==> src/rtl/canvas_port_arbiter.sv <==
// canvas_port_arbiter
//   Shares the single-port canvas colour RAM between display scanout reads,
//   buffered game-logic writes and a bulk-clear sequencer.
//   Fixed priority: display read > clear write > FIFO write > idle.
//
// Ports
//   CLK25MHZ, reset               pixel clock, synchronous active-high reset
//   disp_req/disp_addr            display read request (never stalls)
//   disp_valid/disp_data          read data, one cycle after the request
//   wr_valid/wr_ready/wr_addr/wr_data   game write, valid/ready into FIFO
//   clr_start/clr_color/clr_busy  full-canvas clear control
//   mem_en/mem_we/mem_addr/mem_wdata/mem_rdata   RAM port
//
// Clear FSM
//   state    | meaning
//   ST_IDLE  | no clear running, FIFO may drain
//   ST_CLEAR | writing clr_color to every address, FIFO held
module canvas_port_arbiter #(
  parameter int CANVAS_SIZE = 16,
  parameter int ADDR_W      = 8,
  parameter int COLOR_W     = 12,
  parameter int FIFO_DEPTH  = 4
) (
  input  logic               CLK25MHZ,
  input  logic               reset,
  input  logic               disp_req,
  input  logic [ADDR_W-1:0]  disp_addr,
  output logic               disp_valid,
  output logic [COLOR_W-1:0] disp_data,
  input  logic               wr_valid,
  output logic               wr_ready,
  input  logic [ADDR_W-1:0]  wr_addr,
  input  logic [COLOR_W-1:0] wr_data,
  input  logic               clr_start,
  input  logic [COLOR_W-1:0] clr_color,
  output logic               clr_busy,
  output logic               mem_en,
  output logic               mem_we,
  output logic [ADDR_W-1:0]  mem_addr,
  output logic [COLOR_W-1:0] mem_wdata,
  input  logic [COLOR_W-1:0] mem_rdata
);

  localparam int PTR_W = $clog2(FIFO_DEPTH);
  localparam int CNT_W = PTR_W + 1;
  localparam logic [ADDR_W-1:0] LAST_ADDR = ADDR_W'(CANVAS_SIZE * CANVAS_SIZE - 1);

  typedef enum logic {ST_IDLE, ST_CLEAR} state_t;

  state_t             r_state;
  state_t             w_state_next;
  logic [ADDR_W-1:0]  r_clr_cnt;
  logic [COLOR_W-1:0] r_clr_color;
  logic               r_disp_valid;

  logic [ADDR_W-1:0]  r_fifo_addr [FIFO_DEPTH];
  logic [COLOR_W-1:0] r_fifo_data [FIFO_DEPTH];
  logic [PTR_W-1:0]   r_wr_ptr;
  logic [PTR_W-1:0]   r_rd_ptr;
  logic [CNT_W-1:0]   r_count;

  logic w_gnt_disp;
  logic w_gnt_clr;
  logic w_gnt_fifo;
  logic w_push;
  logic w_clr_accept;

  // All grants are masked by reset so nothing reaches the RAM while a
  // pending clear or FIFO content is being abandoned.
  assign w_gnt_disp   = !reset && disp_req;
  assign w_gnt_clr    = !reset && !disp_req && (r_state == ST_CLEAR);
  assign w_gnt_fifo   = !reset && !disp_req && (r_state == ST_IDLE) && (r_count != '0);
  assign w_clr_accept = (r_state == ST_IDLE) && clr_start;

  assign wr_ready = !reset && (r_count < CNT_W'(FIFO_DEPTH));
  assign w_push   = wr_valid && wr_ready;

  // ---------------- clear FSM ----------------
  always_ff @(posedge CLK25MHZ) begin
    if (reset) r_state <= ST_IDLE;
    else       r_state <= w_state_next;
  end

  always_comb begin
    w_state_next = r_state;
    case (r_state)
      ST_IDLE:  if (clr_start) w_state_next = ST_CLEAR;
      ST_CLEAR: if (w_gnt_clr && (r_clr_cnt == LAST_ADDR)) w_state_next = ST_IDLE;
      default:  w_state_next = ST_IDLE;
    endcase
  end

  always_comb begin
    clr_busy = (r_state == ST_CLEAR) && !reset;
  end

  // Counter advances only on granted clear writes; colour is latched only
  // when a start is accepted, so a start during a clear changes nothing.
  always_ff @(posedge CLK25MHZ) begin
    if (reset) begin
      r_clr_cnt   <= '0;
      r_clr_color <= '0;
    end else if (w_clr_accept) begin
      r_clr_cnt   <= '0;
      r_clr_color <= clr_color;
    end else if (w_gnt_clr) begin
      r_clr_cnt <= (r_clr_cnt == LAST_ADDR) ? '0 : r_clr_cnt + ADDR_W'(1);
    end
  end

  // ---------------- write FIFO ----------------
  always_ff @(posedge CLK25MHZ) begin
    if (w_push) begin
      r_fifo_addr[r_wr_ptr] <= wr_addr;
      r_fifo_data[r_wr_ptr] <= wr_data;
    end
  end

  always_ff @(posedge CLK25MHZ) begin
    if (reset) begin
      r_wr_ptr <= '0;
      r_rd_ptr <= '0;
      r_count  <= '0;
    end else begin
      if (w_push)     r_wr_ptr <= r_wr_ptr + PTR_W'(1);
      if (w_gnt_fifo) r_rd_ptr <= r_rd_ptr + PTR_W'(1);
      case ({w_push, w_gnt_fifo})
        2'b10:   r_count <= r_count + CNT_W'(1);
        2'b01:   r_count <= r_count - CNT_W'(1);
        default: r_count <= r_count;
      endcase
    end
  end

  // ---------------- display read path ----------------
  always_ff @(posedge CLK25MHZ) begin
    r_disp_valid <= disp_req && !reset;
  end

  assign disp_valid = r_disp_valid;
  assign disp_data  = mem_rdata;

  // ---------------- RAM port mux ----------------
  always_comb begin
    mem_en    = 1'b0;
    mem_we    = 1'b0;
    mem_addr  = '0;
    mem_wdata = '0;
    if (w_gnt_disp) begin
      mem_en   = 1'b1;
      mem_addr = disp_addr;
    end else if (w_gnt_clr) begin
      mem_en    = 1'b1;
      mem_we    = 1'b1;
      mem_addr  = r_clr_cnt;
      mem_wdata = r_clr_color;
    end else if (w_gnt_fifo) begin
      mem_en    = 1'b1;
      mem_we    = 1'b1;
      mem_addr  = r_fifo_addr[r_rd_ptr];
      mem_wdata = r_fifo_data[r_rd_ptr];
    end
  end

endmodule

==> config.mk <==
export PLATFORM = sky130hd
export DESIGN_NAME = canvas_port_arbiter
export DESIGN_NICKNAME = d
export VERILOG_FILES = /design/src/rtl/canvas_port_arbiter.sv
export SDC_FILE = /design/constraint.sdc
export NUM_CORES = 1
export LEC_CHECK = 0
export ABC_CLOCK_PERIOD_IN_PS = 3600
export CAP_MARGIN = 5
export CORE_MARGIN = 2
export CORE_UTILIZATION = 55
export CTS_BUF_LIST = sky130_fd_sc_hd__clkbuf_2 sky130_fd_sc_hd__clkbuf_4 sky130_fd_sc_hd__clkbuf_8
export DETAILED_ROUTE_END_ITERATION = 8
export DONT_BUFFER_PORTS = 1
export PLACE_DENSITY = 0.7
export SKIP_CTS_REPAIR_TIMING = 1
export SKIP_LAST_GASP = 1
export SYNTH_ARGS = -nofsm -noshare
export SYNTH_HDL_FRONTEND = slang
export SYNTH_SLANG_ARGS = --single-unit
export TNS_END_PERCENT = 20
==> constraint.sdc <==
create_clock -name CLK25MHZ -period 3.6 [get_ports CLK25MHZ]
set_input_delay 1.08 -clock CLK25MHZ [delete_from_list [all_inputs] [get_ports CLK25MHZ]]
set_output_delay 1.08 -clock CLK25MHZ [all_outputs]
set_load 0.01 [all_outputs]
==> flow_summary.json <==
{
  "crit_type": "reg -> out",
  "yosys.area.top_type": "edfxtp_1",
  "min_path_type": "reg -> reg",
  "path_clk_slew_ns": 0.12,
  "drv_cap": 0,
  "min_to": "r_clr_color[1]",
  "syn_area_per_cell_um2": 14.8,
  "numCtsBuffers": 9,
  "critPathRequiredTime_ns": 2.52,
  "vias": 2479,
  "slew_viol_final": 0,
  "yosysWarnings": 0,
  "setup_viol": 0,
  "portBuffers": 0,
  "n_antenna_cell": 0,
  "syn_inst": 309,
  "min_from": "r_clr_color[1]",
  "drtIter0Drc": 155,
  "total_power_mw": 2.31,
  "clock_path_buffers": 2,
  "htree_levels": 3,
  "row_count": 33,
  "synth_top_cell_area_share_pct": 52.4,
  "syn_nets": 373,
  "fillers": 604,
  "worst_pin_slew_ns": 0.971,
  "final_util_pct": 59.4,
  "fmax_mhz": 296,
  "fin_ws_ns": 0.221,
  "finalHoldViolCount": 0,
  "grt_pass1_wl_mm": 13.1,
  "syn_to_final_growth_pct": 5.35,
  "maxSlewHeadroom_pct": 35.1,
  "synthTopCellsByCount": "80 x edfxtp_1, 31 x dfxtp_1, 31 x nand2_1",
  "die-area_mm2": 0.00908,
  "start_kind": "flip-flop",
  "multi_input_area_mm2": 0.00137,
  "min_period_over_period_pct": 93.9,
  "ioPinCount": 94,
  "crit_chain": "buf_4 -> mux4_2 -> a22o_1",
  "nets": 367,
  "clock-sinks": 111,
  "cp-end-kind": "primary output",
  "viasPerCell": 6.00,
  "regArea_mm2": 0.00302,
  "cts_tree": "built",
  "ys_ff_latch": 111,
  "cp_slowest_cell": "dfxtp_1",
  "powerDensity_mw_per_mm2": 478,
  "coreArea_mm2": 0.00813,
  "reg2reg_from": "r_state",
  "die_h_um": 95.3,
  "status": "completed",
  "drc": 0,
  "grt_overflow": 0,
  "grt_setup_unrepaired": "false",
  "yosysMostFrequentCell": "edfxtp_1",
  "r2r_setup_slack_ns": 1.01,
  "dp_hpwl_mm": 5.72,
  "drt-pass1-iter-count": 4,
  "p_leak_nw": 1.58,
  "place_area_mm2": 0.00463,
  "grt_max_degree": 31,
  "synth_edf_count": 80,
  "synth-async-reset-ratio_pct": 0,
  "ir_drop_mv": 0.327,
  "fin_skew_ns": 0.0128,
  "seq_area_frac_synth_pct": 66.0,
  "grt_usage_pct": 20.2,
  "avgRoutedWirePerCell_um": 20.7,
  "synth.area.top_cells": "edfxtp_1 52%, dfxtp_1 14%, mux4_2 9.8%",
  "setup_tns_ns": 0,
  "crit_path_max_fanout": 12,
  "start_util_pct": 56.3,
  "post-place-ws_ns": 0.390,
  "r2r_cells": 9,
  "cp_slowest_stage_delay_ns": 0.70,
  "drive_gt1_share_pct": 15.9,
  "antenna_found_initial": 0,
  "hold_depth": 2,
  "placedCellCount": 397,
  "r2r_end": "r_count[2]",
  "stdcell_area_mm2": 0.00483,
  "routabilityCongestion": 0.776,
  "fp.dieW_um": 95.3,
  "finalHoldWorstSlack_ns": 0.462,
  "ys_types": 36,
  "fin_crit_ns": 3.38,
  "syn_area_mm2": 0.00458,
  "wirelength_mm": 8.56,
  "clk_latency_ns": 0.37,
  "synthFlopType": "edfxtp_1",
  "final_antenna_net_count": 0,
  "layout.cells.non_filler": 413,
  "worstPathArrival_ns": 2.30,
  "cts_root_buf": "clkbuf_8",
  "first_global_vias": 2449
}
==> state kept, by name (all words and copies together) (netlist names), named ones only <==
signal       flops
r_clr_cnt        8
disp_valid       1
r_wr_ptr         2
r_fifo_addr     32
r_fifo_data     48
r_state          1
r_rd_ptr         2
r_clr_color     12
r_count          3
==> cells by family after synthesis <==
| group | after synthesis | synth area share, % |
|---|---|---|
| muxes | 24 | 10.7 |
| and+or+nand+nor | 82 | 9.20 |
| DFF | 111 | 66.0 |
| AOI/OAI and AO/OA | 44 | 6.91 |
| xor gates and xnor gates | 5 | 0.956 |
| buffers and inverters | 36 | 4.20 |
| adders and majority gates | 7 | 2.07 |
==> metal layers <==
metal  up-vias  GRT usage, %  part of all wire, %
li1       1153             -                    -
met1      1227          24.6                   40
met2        75          31.6                   49
met3        24          8.22                  8.2
met4         0          9.30                  2.5
met5         -             0                    0
==> critical path, delay by kind of cell (launching register included) <==
family	cells	cell delay, ns
AOI/OAI and AO/OA	1	0.28
muxes	1	0.56
buffers and inverters	1	0.37
DFF	1	0.70
==> worst max-delay path by stage <==
stage | startpoint | to | slack [ns] | depth (start not counted)
after CTS | flip-flop | mem_wdata[4] | 0.13 | 3
after global placement | disp_req | mem_wdata[2] | 0.45 | 4
after global routing | flip-flop | mem_wdata[4] | 0.04 | 3
after floorplan | reset | mem_wdata[0] | 0.44 | 4
final | flip-flop | mem_wdata[4] | 0.22 | 3
after detailed placement | disp_req | r_count[2] | 0.39 | 9
==> power by group <==
| part | leakage [nW] | total [mW] | internal [mW] | switching [mW] |
|---|---|---|---|---|
| sequential | 0.979 | 1.43 | 1.41 | 0.0202 |
| combinational | 0.503 | 0.144 | 0.0614 | 0.0823 |
| clock | 0.101 | 0.734 | 0.275 | 0.459 |
| total | 1.58 | 2.31 | 1.75 | 0.561 |
==> cell type report <==
class / instances / share of cell area [%]
sequential: 111 / 62.6
clock buffer: 9 / 2.57
tap: 105 / 2.72
timing repair buffer: 10 / 1.55
inverter: 9 / 0.700
multi-input combinational: 162 / 28.3
clock inverter: 7 / 1.53
==> placed cells by master (no fill, tap or decap), types with 3 or more instances in the layout <==
cell type and n:
clkbuf_8 9, buf_4 10, or3_1 6, ha_1 6
inv_1 9, mux4_2 20, and2_1 4, a221o_1 7
nor2b_1 3, a22o_1 12, edfxtp_1 80, mux2i_1 4
and3_1 7, xnor2_1 3, nand3_1 7, nor3_1 5
dfxtp_1 31, a21oi_1 16, a211oi_1 3, nand2_1 31
nor2_1 9, o21ai_0 3
Power figures use the tool's default switching activity.
